===== src/rtl/vga_pkg.sv =====
// Shared VGA timing definitions: default 640x480@60 constants and per-axis timing structs
// for reuse by the timing generator, the pattern stage and later display modes.
package vga_pkg;

    typedef struct packed {
        logic [15:0] res;
        logic [15:0] fp;
        logic [15:0] sync;
        logic [15:0] bp;
        logic        pol;
    } vga_axis_t;

    typedef struct packed {
        vga_axis_t h;
        vga_axis_t v;
    } vga_timing_t;

    localparam int   DEF_CORDW  = 10;
    localparam int   DEF_H_RES  = 640;
    localparam int   DEF_H_FP   = 16;
    localparam int   DEF_H_SYNC = 96;
    localparam int   DEF_H_BP   = 48;
    localparam int   DEF_V_RES  = 480;
    localparam int   DEF_V_FP   = 10;
    localparam int   DEF_V_SYNC = 2;
    localparam int   DEF_V_BP   = 33;
    localparam logic DEF_H_POL  = 1'b0;
    localparam logic DEF_V_POL  = 1'b0;

    localparam vga_timing_t VGA_640X480 = '{
        h: '{res: 16'(DEF_H_RES), fp: 16'(DEF_H_FP), sync: 16'(DEF_H_SYNC),
             bp: 16'(DEF_H_BP), pol: DEF_H_POL},
        v: '{res: 16'(DEF_V_RES), fp: 16'(DEF_V_FP), sync: 16'(DEF_V_SYNC),
             bp: 16'(DEF_V_BP), pol: DEF_V_POL}
    };

    function automatic int axis_total(input int res, input int fp, input int sync, input int bp);
        return res + fp + sync + bp;
    endfunction

endpackage


===== src/rtl/vga_axis_counter.sv =====
// One raster axis: wrap counter with terminal count plus combinational sync/active/first decode.
// The top registers the decode so horizontal and vertical outputs stay aligned.
module vga_axis_counter
    import vga_pkg::*;
#(
    parameter int W    = 10,
    parameter int RES  = 640,
    parameter int FP   = 16,
    parameter int SYNC = 96,
    parameter int BP   = 48
) (
    input  logic         clk,
    input  logic         rst,
    input  logic         inc,
    output logic [W-1:0] pos,
    output logic         tc,
    output logic         sync_on,
    output logic         active,
    output logic         first
);

    localparam int             TOTAL     = axis_total(RES, FP, SYNC, BP);
    localparam logic [W-1:0]   LAST      = W'(TOTAL - 1);
    // Decode compares use one extra bit so a window ending at 2**W cannot alias to zero.
    localparam logic [W:0]     RES_X     = (W+1)'(RES);
    localparam logic [W:0]     SYNC_BEG  = (W+1)'(RES + FP);
    localparam logic [W:0]     SYNC_END  = (W+1)'(RES + FP + SYNC);

    logic [W-1:0] cnt_r;
    logic [W:0]   cnt_x_s;

    // Position counter: advances on inc, wraps to zero after the last position.
    always_ff @(posedge clk) begin
        if (rst) begin
            cnt_r <= '0;
        end else if (inc) begin
            cnt_r <= (cnt_r == LAST) ? '0 : cnt_r + W'(1);
        end else begin
            cnt_r <= cnt_r;
        end
    end

    assign cnt_x_s = {1'b0, cnt_r};
    assign pos     = cnt_r;
    assign tc      = inc && (cnt_r == LAST);
    assign sync_on = (cnt_x_s >= SYNC_BEG) && (cnt_x_s < SYNC_END);
    assign active  = cnt_x_s < RES_X;
    assign first   = cnt_r == '0;

endmodule


===== src/rtl/vga_timing.sv =====
// Pixel-clock raster timing generator: sync, data-enable, coordinates and frame/line strobes,
// all registered from the same counter state so every output describes the same pixel.
module vga_timing
    import vga_pkg::*;
#(
    parameter int   CORDW  = DEF_CORDW,
    parameter int   H_RES  = DEF_H_RES,
    parameter int   H_FP   = DEF_H_FP,
    parameter int   H_SYNC = DEF_H_SYNC,
    parameter int   H_BP   = DEF_H_BP,
    parameter int   V_RES  = DEF_V_RES,
    parameter int   V_FP   = DEF_V_FP,
    parameter int   V_SYNC = DEF_V_SYNC,
    parameter int   V_BP   = DEF_V_BP,
    parameter logic H_POL  = DEF_H_POL,
    parameter logic V_POL  = DEF_V_POL
) (
    input  logic             clk_pix,
    input  logic             rst_pix,
    output logic             hsync,
    output logic             vsync,
    output logic             de,
    output logic             frame,
    output logic             line,
    output logic [CORDW-1:0] sx,
    output logic [CORDW-1:0] sy
);

    localparam int H_TOTAL   = axis_total(H_RES, H_FP, H_SYNC, H_BP);
    localparam int V_TOTAL   = axis_total(V_RES, V_FP, V_SYNC, V_BP);
    localparam int MAX_TOTAL = (H_TOTAL > V_TOTAL) ? H_TOTAL : V_TOTAL;

    if ((longint'(1) << CORDW) < longint'(MAX_TOTAL)) begin : g_cordw_check
        $error("vga_timing: CORDW=%0d too narrow for total %0d", CORDW, MAX_TOTAL);
    end

    logic [CORDW-1:0] h_pos_s;
    logic [CORDW-1:0] v_pos_s;
    logic             h_tc_s;
    logic             v_tc_unused;
    logic             h_sync_s;
    logic             v_sync_s;
    logic             h_act_s;
    logic             v_act_s;
    logic             h_first_s;
    logic             v_first_s;

    vga_axis_counter #(
        .W(CORDW), .RES(H_RES), .FP(H_FP), .SYNC(H_SYNC), .BP(H_BP)
    ) u_h (
        .clk(clk_pix), .rst(rst_pix), .inc(1'b1),
        .pos(h_pos_s), .tc(h_tc_s), .sync_on(h_sync_s), .active(h_act_s), .first(h_first_s)
    );

    vga_axis_counter #(
        .W(CORDW), .RES(V_RES), .FP(V_FP), .SYNC(V_SYNC), .BP(V_BP)
    ) u_v (
        .clk(clk_pix), .rst(rst_pix), .inc(h_tc_s),
        .pos(v_pos_s), .tc(v_tc_unused), .sync_on(v_sync_s), .active(v_act_s), .first(v_first_s)
    );

    // Output register: one cycle behind the counters, reset forces the idle levels.
    always_ff @(posedge clk_pix) begin
        if (rst_pix) begin
            sx    <= '0;
            sy    <= '0;
            de    <= 1'b0;
            frame <= 1'b0;
            line  <= 1'b0;
            hsync <= ~H_POL;
            vsync <= ~V_POL;
        end else begin
            sx    <= h_pos_s;
            sy    <= v_pos_s;
            de    <= h_act_s && v_act_s;
            frame <= h_first_s && v_first_s;
            line  <= h_first_s;
            hsync <= h_sync_s ? H_POL : ~H_POL;
            vsync <= v_sync_s ? V_POL : ~V_POL;
        end
    end

endmodule


===== config.mk =====
export PLATFORM = sky130hd
export DESIGN_NAME = vga_timing
export DESIGN_NICKNAME = d
export VERILOG_FILES = /design/src/rtl/vga_pkg.sv /design/src/rtl/vga_axis_counter.sv /design/src/rtl/vga_timing.sv
export SDC_FILE = /design/constraint.sdc
export NUM_CORES = 1
export LEC_CHECK = 0
export ABC_CLOCK_PERIOD_IN_PS = 2100
export CAP_MARGIN = 20
export CORE_MARGIN = 2
export CORE_UTILIZATION = 40
export DETAILED_ROUTE_END_ITERATION = 16
export GPL_TIMING_DRIVEN = 0
export SYNTH_ARGS = -nofsm -noshare
export SYNTH_HDL_FRONTEND = slang
export SYNTH_SLANG_ARGS = --single-unit

===== constraint.sdc =====
create_clock -name clk_pix -period 2.1 [get_ports clk_pix]
set_input_delay 0.315 -clock clk_pix [delete_from_list [all_inputs] [get_ports clk_pix]]
set_output_delay 0.315 -clock clk_pix [all_outputs]
set_load 0.1 [all_outputs]

==> metrics.txt, run 1 <==
status completed; GR Util All Layers 14.2%; Skew-Pair Late Insertion Delay 300 ps; WL per Instance 12.4 um; Clk pwr share 34.2%; slowest stage cell, crit path clkdlybuf4s50_1; Tmin final 2060 ps; vias in the first global route 1,188; Synth Register Bits 45; slew margin rel. 34.6%; Synth cell types 35; Post-CTS Setup Inserts 0; via/cell ratio 4.98; Slew @ Worst Pin 978 ps; Mapped Nets 183; Final period util 98.0%; total CTS buffers 5; Detailed Route Iter0 Violations 59; Final Hold Fails 0; # fillers 371; area fraction of the dominant cell type after synthesis 52.2%; Detailed Place HPWL 2320 um; area leader, netlist dfxtp_1; Post-CTS Hold Fix Bufs 0; H-tree levels 2; Post-Synthesis Cell Area 1720 um^2; # rows 23; Max-Cap Viols 0; crit-path cells clkdlybuf4s50_1; Die Ht 69.7 um; initial core utilization 42.2%; core region area 4090 um^2; CP max FO 1; Avg Cell Area, Syn 9.74 um^2; RSZ-0062 raised after global routing false; Die Wd 69.7 um; clock skew 9.18 ps; CP Launch Type flip-flop; global-route wire length before repair 5480 um; flop2flop setup slack 120 ps; area delta synth->final 23.5%; fraction of layout cells with a size suffix above 1 9.05%; Pint 1.12 mW; Final nets 215; DRC Markers 0; sequential-to-total area share from yosys stat 52.2%; final non-filler cell total 260; Psw 0.382 mW; CTS tree done; CP top delay family buffers and inverters; WL final 3230 um; DRT antenna net count 0; Inst Count DP 252; FFs w/ async S/R, synth 0%; ranking of synthesized cells by area dfxtp_1 52%, nor2b_1 5.8%, nor2_1 5.2%, xnor2_1 4.1%, ha_1 2.9%; VDD IR max 0.000340 V; CP max stage delay 1130 ps; HP Class input pin to flip-flop; Post-synth EDFFs 0; Synth Warn # 0; Synth top cells by count 45 x dfxtp_1, 24 x nor2_1, 16 x nor2b_1; Final Slew Violations 0; leakage power 0.829 nW; Critical Path RT 1780 ps; grt total ovfl 0; DR vias 1,294; global placement routability congestion 0.808; worst path arrival time 1740 ps; TritonRoute pass-1 iters 4; die area 4850 um^2; Cells after Synth 177; kind of critical path flip-flop to output port; Comb pwr share 7.8%; Clock Pin Slew Worst Setup and Hold Paths 90 ps; CTS root buf clkbuf_8; Flop pwr share 58.0%; Switching Fraction 25.3%; Pwr Density 707 nW/um^2; largest net degree at the start of global routing 14; final setup violation count 0; Worst Path Buf+Inv 1; CTS Buffer Depth 2; top-count cell post-synth dfxtp_1; initial antenna violation count 0; prevailing post-synth register cell dfxtp_1; clk sinks 45; Setup crit end kind output port; max frequency 0.486 GHz; Ports 27; I/O Buffers 25; Design Power 1.51 mW; Ant. Diodes 0
routing by layer:
metal  vias to the layer above  track usage [%]  part of all wire, %  wire length [um]
li1                        658                -                    -                 -
met1                       599             19.3                   50              1600
met2                        32             20.5                   43              1400
met3                         5             4.51                  5.1               166
met4                         0             6.41                  2.0                63
met5                         -                0                    0                 0
logic make-up after synthesis:
| family | after synthesis | share of synthesized area [%] |
|---|---|---|
| and+or+nand+nor | 85 | 28.8 |
| buffers and inverters | 18 | 4.43 |
| AOI/OAI and AO/OA | 10 | 3.85 |
| DFF | 45 | 52.2 |
| muxes | 2 | 1.16 |
| xor gates and xnor gates | 13 | 6.60 |
| adders and majority gates | 4 | 2.90 |
registers in the layout, indices dropped and copies added (netlist names):
signal and cells:
sx 10, sy 10, u_h.pos 10, u_v.pos 10, de 1, frame 1, hsync 1, line 1
vsync 1
power by group through the flow:
stage	sequential, mW	clock, mW	combinational [mW]
3_5_place_dp	0.894	0	0.118
5_1_grt	0.876	0.556	0.124
4_1_cts	0.874	0.525	0.119
3_3_place_gp	0.894	0	0.117
2_1_floorplan	0.953	0	0.0307
6_report	0.874	0.515	0.118
area by class of cell:
type                       count  area [um^2]  area share [%]
buffer                        11         50.0            2.35
tap                           50         62.6            2.94
inverter                       7         26.3            1.23
clock buffer                   6         72.6            3.41
multi-input combinational    114          752            35.3
sequential                    45          901            42.3
timing repair buffer          25          255            12.0
clock inverter                 2         10.0           0.470
placed cells by master, fill, tap and decap left out, types with 3 or more instances in the layout:
master	synthesis	routed
dfxtp_1	45	45
nand3_1	8	8
xnor2_1	8	8
clkbuf_1	5	6
nor3_1	5	4
nor4_1	6	6
clkdlybuf4s50_1	0	23
xor2_1	5	5
o21ai_0	3	3
buf_2	4	4
a21oi_1	3	3
nand2_1	5	5
and3_1	3	3
inv_1	7	7
nor4b_1	3	3
nor2_1	24	24
ha_1	4	4
nor2b_1	16	16
clkbuf_8	0	5
final timing paths:
path / from / cells after the start / endpoint
worst max-delay path: sy[0]$_SDFF_PP0_ / 1 / sy[0]
worst min-delay path: rst_pix / 2 / sy[5]$_SDFF_PP0_
worst max register to register: u_h.pos[0]$_SDFF_PP0_ / 5 / u_v.pos[9]$_SDFFE_PP0N_
worst min register to register: u_h.pos[0]$_SDFF_PP0_ / 1 / u_h.pos[0]$_SDFF_PP0_
through the flow:
step / util [%] / hold slack, ps / cell area (um^2) / TNS (ps) / worst slack (ps)
final: 52.1 / 410 / 2130 / 0 / 41.4
after detailed placement: 49.8 / 455 / 2040 / -139 / -26.4
after global routing: 52.1 / 437 / 2130 / 0 / 0.560
after floorplan: - / 430 / 1720 / 0 / 254
after global placement: 49.8 / 444 / 2040 / -38.2 / -10.0
after CTS: 52.0 / 429 / 2120 / 0 / 13.8
timing repair:
action,CTS,global route
gates resized for setup,1,2
setup endpoints to repair,7,2
pin swaps,0,0
No activity file was read; power rests on OpenSTA's default activity.
==> run 2, diff against run 1 <==
--- a/config.mk
+++ b/config.mk
@@ -8,9 +8,11 @@
 export ABC_CLOCK_PERIOD_IN_PS = 2100
 export CAP_MARGIN = 20
 export CORE_MARGIN = 2
-export CORE_UTILIZATION = 40
+export CORE_UTILIZATION = 45
 export DETAILED_ROUTE_END_ITERATION = 16
+export GPL_ROUTABILITY_DRIVEN = 0
 export GPL_TIMING_DRIVEN = 0
+export PLACE_DENSITY = 0.69
 export SYNTH_ARGS = -nofsm -noshare
 export SYNTH_HDL_FRONTEND = slang
 export SYNTH_SLANG_ARGS = --single-unit
==> run 2 against run 1 <==
  * Largest power group unchanged
  * Critical path type unchanged
  * Combinational power barely moved
  * Worst setup slack got worse by 1.2 ps
  * Design area rose by 0.76%
  * Cell count fell by 1.2%
==> metrics.txt, run 2 (synthesis results as in run 1) <==
# rows 22 (-4.3%); vias in the first global route 1,201 (+1.1%); Final nets 215 (unchanged); DR vias 1,323 (+2.2%); R2R Path Start u_h.pos[0]$_SDFF_PP0_; fraction of layout cells with a size suffix above 1 9.09% (+0.043 points); kind of critical path flip-flop to output port; slowest stage cell, crit path clkdlybuf4s50_1; Worst Path Buf+Inv 1 (unchanged); TritonRoute pass-1 iters 4 (unchanged); setup total negative slack 0 ps (unchanged); WL per Instance 13.3 um (+6.8%); FF-to-FF End u_v.pos[9]$_SDFFE_PP0N_; Ports 27 (unchanged); largest net degree at the start of global routing 14 (unchanged); clock skew 6.98 ps (-2.20 ps); CP top delay family buffers and inverters; CTS Buffer Depth 2 (unchanged); Skew-Pair Late Insertion Delay 290 ps (about the same); area delta synth->final 24.5%; hold endpoint sy[2]$_SDFF_PP0_; flop2flop setup slack 100 ps (-20 ps); hold_sp rst_pix; final instance area 2150 um^2 (+0.76%); Design Power 1.61 mW (+7.1%); Setup crit end kind output port; max frequency 0.485 GHz (about the same); global-route wire length before repair 5690 um (+3.8%); Crit path depth 1 (unchanged); total CTS buffers 5 (unchanged); Final Hold Fails 0 (unchanged); initial antenna violation count 0 (unchanged); CTS root buf clkbuf_8; initial core utilization 47.1% (+4.9 points); Final period util 98.1% (about the same); commonest non-fill, non-tap cells in the layout 45 x dfxtp_1, 24 x nor2_1, 24 x clkdlybuf4s50_1; R2R cell count 5 (unchanged); die area 4340 um^2 (-10%); I/O Buffers 25 (unchanged); WL final 3410 um (+5.6%); CP max stage delay 1130 ps (about the same); H-tree levels 2 (unchanged); Ant. Diodes 0 (unchanged); Max-Cap Viols 0 (unchanged); GR Util All Layers 17.2% (+3.0 points); grt total ovfl 0 (unchanged); DRT antenna net count 0 (unchanged); dpl cell area 2030 um^2 (-0.12%); final setup violation count 0 (unchanged); status completed; VDD IR max 0.000352 V (+3.7%); Detailed Place HPWL 2380 um (+2.7%); Slew @ Worst Pin 980 ps (+2.74 ps); final non-filler cell total 257 (-1.2%); leakage power 0.829 nW (about the same); Final Slew Violations 0 (unchanged); slew margin rel. 34.5% (-0.085 points); core region area 3660 um^2 (-10%); commonest non-fill, non-tap cell in the layout dfxtp_1; WHS 404 ps (-6.58 ps); Detailed Route Iter0 Violations 107 (+81%); Die Wd 65.9 um (-5.4%); clk sinks 45 (unchanged); HP Class input pin to flip-flop; Hold Path Cell Cnt 2 (unchanged); Inst Count DP 250 (-0.79%); Tmin final 2060 ps (+1.18 ps); DRC Markers 0 (unchanged); Clock Pin Slew Worst Setup and Hold Paths 80 ps (about the same); RSZ-0062 raised after global routing true; worst path arrival time 1740 ps (about the same); crit-path cells clkdlybuf4s50_1; Die Ht 65.9 um (-5.4%); via/cell ratio 5.15 (+3.4%); CP Launch Type flip-flop; CP max FO 1 (unchanged); Critical Path RT 1780 ps (about the same); CTS tree done; Pwr Density 752 nW/um^2 (+6.3%)
run 2: metrics by stage:
stage / util [%] / worst slack, ps
detailed placement: 55.6 / -31.0
CTS: 58.5 / 21.1
global placement: 55.6 / 23.4
global route: 58.6 / -0.645
floorplan: - / 254
finish: 58.6 / 40.2
run 2: layout make-up:
type                    instances  area [um^2]
well taps                      48         60.1
repair buffers                 25          253
clock inverters                 2         35.0
inverters                       7         26.3
fillers                       323         1520
flip-flops and latches         45          901
plain buffers                  11         50.0
multi-input cells             114          752
clock buffers                   5         68.8
run 2: power breakdown:
part,total [mW],internal (mW),leakage (nW),switching [mW]
Clock,0.621,0.346,0.0540,0.276
Sequential,0.874,0.866,0.364,0.00847
Combinational,0.118,0.0283,0.411,0.0900
run 2: metal layers:
layer | track usage [%] | vias up | routed length (um)
li1 | - | 655 | -
met2 | 28.0 | 44 | 1570
met4 | 5.47 | 0 | 46
met1 | 21.6 | 618 | 1590
met3 | 5.62 | 6 | 195
met5 | 0 | - | 0
run 2: worst max path at each step:
stage / from / end
floorplan: u_h.pos[0]$_SDFF_PP0_ / u_v.pos[9]$_SDFFE_PP0N_
global placement: u_h.pos[5]$_SDFF_PP0_ / u_h.pos[5]$_SDFF_PP0_
detailed placement: u_h.pos[0]$_SDFF_PP0_ / u_h.pos[7]$_SDFF_PP0_
CTS: sx[6]$_SDFF_PP0_ / sx[6]
global route: u_h.pos[0]$_SDFF_PP0_ / u_h.pos[0]$_SDFF_PP0_
finish: sx[3]$_SDFF_PP0_ / sx[3]
run 2: what timing repair did:
action	4_1_cts	5_1_grt
cloned	0	0
setup endpoints to repair	15	2
resized for setup	1	1
setup buffers	0	0
hold buffers	0	0
==> run 3, diff against run 2 <==
--- a/config.mk
+++ b/config.mk
@@ -9,10 +9,12 @@
 export CAP_MARGIN = 20
 export CORE_MARGIN = 2
 export CORE_UTILIZATION = 45
+export CTS_BUF_LIST = sky130_fd_sc_hd__clkbuf_8
 export DETAILED_ROUTE_END_ITERATION = 16
 export GPL_ROUTABILITY_DRIVEN = 0
 export GPL_TIMING_DRIVEN = 0
-export PLACE_DENSITY = 0.69
+export PLACE_DENSITY_LB_ADDON = 0.05
+export SETUP_SLACK_MARGIN = 0.05
 export SYNTH_ARGS = -nofsm -noshare
 export SYNTH_HDL_FRONTEND = slang
 export SYNTH_SLANG_ARGS = --single-unit
==> run 3 against run 2 <==
  * Sequential power barely moved
  * Utilization rose by 0.51 points
  * Highest routed layer unchanged
  * Power fell by 7.7%
  * Worst hold slack got worse by 4.8 ps
  * First-iteration DRC count fell by 37%
  * Register-to-register slack improved by 50 ps
  * Count of clock-buffer cells in the layout did not move
  * Non-clock buffer count did not move
  * Global-route usage fell by 0.79 points
  * Combinational power fell by 3%
  * Cell count rose by 0.39%
  * Flip-flop and latch count did not move
  * Largest cell class unchanged
==> metrics.txt, run 3 (synthesis results as in run 1) <==
status completed; DRC Markers 0 (unchanged); final setup violation count 0 (unchanged); WL per Instance 12.1 um (-8.6%); CP max FO 8 (+7); core region area 3660 um^2 (unchanged); largest net degree at the start of global routing 15 (+1); Inst Count DP 250 (unchanged); Design Power 1.49 mW (-7.7%); VDD IR max 0.000432 V (+22%); vias in the first global route 1,224 (+1.9%); # fillers 336 (+4.0%); fraction of layout cells with a size suffix above 1 10.0% (+0.91 points); Die Wd 65.9 um (unchanged); area delta synth->final 25.5%; die area 4340 um^2 (unchanged); clock skew 8.22 ps (+1.24 ps); grt total ovfl 0 (unchanged); WL final 3130 um (-8.3%); DR vias 1,288 (-2.6%); I/O Buffers 25 (unchanged); CP max stage delay 590 ps (-540 ps); TritonRoute pass-1 iters 4 (unchanged); CP Launch Type flip-flop; CP top delay family simple AND/OR/NAND/NOR gates; R2R Path Start u_h.pos[0]$_SDFF_PP0_; H-tree levels 2 (unchanged); final non-filler cell total 258 (+0.39%); Die Ht 65.9 um (unchanged); Detailed Route Iter0 Violations 67 (-37%); R2R cell count 5 (unchanged); Tmin final 1950 ps (-114 ps); Ports 27 (unchanged); Final Slew Violations 0 (unchanged); Clock Pin Slew Worst Setup and Hold Paths 80 ps (about the same); via/cell ratio 4.99 (-3.0%); Detailed Place HPWL 2260 um (-5.3%); Ant. Diodes 0 (unchanged); Setup crit end kind flip-flop; Final period util 92.7% (-5.4 points); crit-path cells ha_2 -> nand4_4 -> or4_4 -> or3_1 -> a21oi_2; HP Class input pin to flip-flop; Worst Path Buf+Inv 0 (-1); pre-CTS setup slack -30.0 ps (+0.979 ps); GR Util All Layers 16.4% (-0.79 points); initial core utilization 47.1% (unchanged); hold_sp rst_pix; Final nets 215 (unchanged); kind of critical path flip-flop to flip-flop; DRT antenna net count 0 (unchanged); commonest non-fill, non-tap cells in the layout 45 x dfxtp_1, 24 x nor2_1, 18 x dlymetal6s2s_1; CTS root buf clkbuf_8; clk sinks 45 (unchanged); worst path arrival time 2170 ps (+430 ps); CTS Buffer Depth 2 (unchanged); Max-Cap Viols 0 (unchanged); slew margin rel. 35.0% (+0.44 points); hold endpoint sy[5]$_SDFF_PP0_; max frequency 0.514 GHz (+5.8%); Hold Path Cell Cnt 2 (unchanged); slowest stage cell, crit path or4_4; Pwr Density 688 nW/um^2 (-8.5%); initial antenna violation count 0 (unchanged); Worst Setup Slack, final 154 ps (+114 ps); global-route wire length before repair 5480 um (-3.6%); commonest non-fill, non-tap cell in the layout dfxtp_1; total CTS buffers 5 (unchanged); Slew @ Worst Pin 974 ps (-6.56 ps); # rows 22 (unchanged); leakage power 1.12 nW (+35%); Critical Path RT 2330 ps (+550 ps); RSZ-0062 raised after global routing false; Final Hold Fails 0 (unchanged); CTS tree done; Skew-Pair Late Insertion Delay 290 ps (about the same); flop2flop setup slack 150 ps (+50 ps); FF-to-FF End u_v.pos[9]$_SDFFE_PP0N_
-- run 3: changes by cell type in the layout (fill, tap and decap cells not counted), sizes merged --
cell | previous run | this run
dlymetal6s2s | 1 | 18
clkinv | 1 | 2
clkdlybuf4s50 | 24 | 0
clkinvlp | 0 | 1
dlygate4sd2 | 0 | 7
bufinv | 1 | 0
-- run 3: power breakdown --
part	internal [mW]	switching (mW)	leakage, nW
clock	0.229	0.272	0.0439
sequential	0.866	0.00793	0.364
combinational	0.0254	0.0883	0.708
total	1.12	0.369	1.12
-- run 3: area by class of cell --
| cell class | count | area, um^2 | area share (%) |
|---|---|---|---|
| tap | 48 | 60.1 | 2.77 |
| timing repair buffer | 25 | 287 | 13.2 |
| clock inverter | 3 | 17.5 | 0.809 |
| sequential | 45 | 901 | 41.6 |
| inverter | 7 | 26.3 | 1.21 |
| buffer | 11 | 50.0 | 2.31 |
| multi-input combinational | 114 | 754 | 34.9 |
| clock buffer | 5 | 68.8 | 3.18 |
-- run 3: routing by layer --
layer	part of all wire (%)	global-route usage, %
met5	0	0
met2	44	25.5
met3	6.5	3.58
met1	48	22.0
met4	1.8	7.03
-- run 3: stage by stage --
stage / setup TNS, ps / cell area [um^2] / util, % / hold slack (ps)
finish: 0 / 2160 / 59.1 / 399
global route: 0 / 2160 / 59.1 / 433
detailed placement: -149 / 2030 / 55.6 / 454
floorplan: 0 / 1720 / - / 430
CTS: 0 / 2120 / 57.8 / 393
global placement: -67.2 / 2030 / 55.6 / 449
-- run 3: how the worst max path moves through the flow --
stage                          startpoint                      end  depth (start not counted)
finish              u_h.pos[0]$_SDFF_PP0_  u_v.pos[9]$_SDFFE_PP0N_                          5
global route        u_h.pos[5]$_SDFF_PP0_    u_h.pos[3]$_SDFF_PP0_                          6
CTS                      sx[8]$_SDFF_PP0_                    sx[8]                          1
detailed placement  u_h.pos[0]$_SDFF_PP0_    u_h.pos[3]$_SDFF_PP0_                          6
global placement    u_h.pos[0]$_SDFF_PP0_    u_h.pos[5]$_SDFF_PP0_                          6
floorplan           u_h.pos[0]$_SDFF_PP0_  u_v.pos[9]$_SDFFE_PP0N_                          5
-- run 3: repair_timing --
action | in CTS | in global routing
hold endpoints to repair | 0 | 0
endpoints found under the setup margin | 23 | 24
hold buffers | 0 | 0
gates resized for setup | 8 | 19
setup buffers | 0 | 0
-- run 3: worst register-to-register path, cell delays in order (launching register included) --
cell,delay (ps)
dfxtp_1,380
ha_2,260
nand4_4,150
or4_4,590
or3_1,370
a21oi_2,130
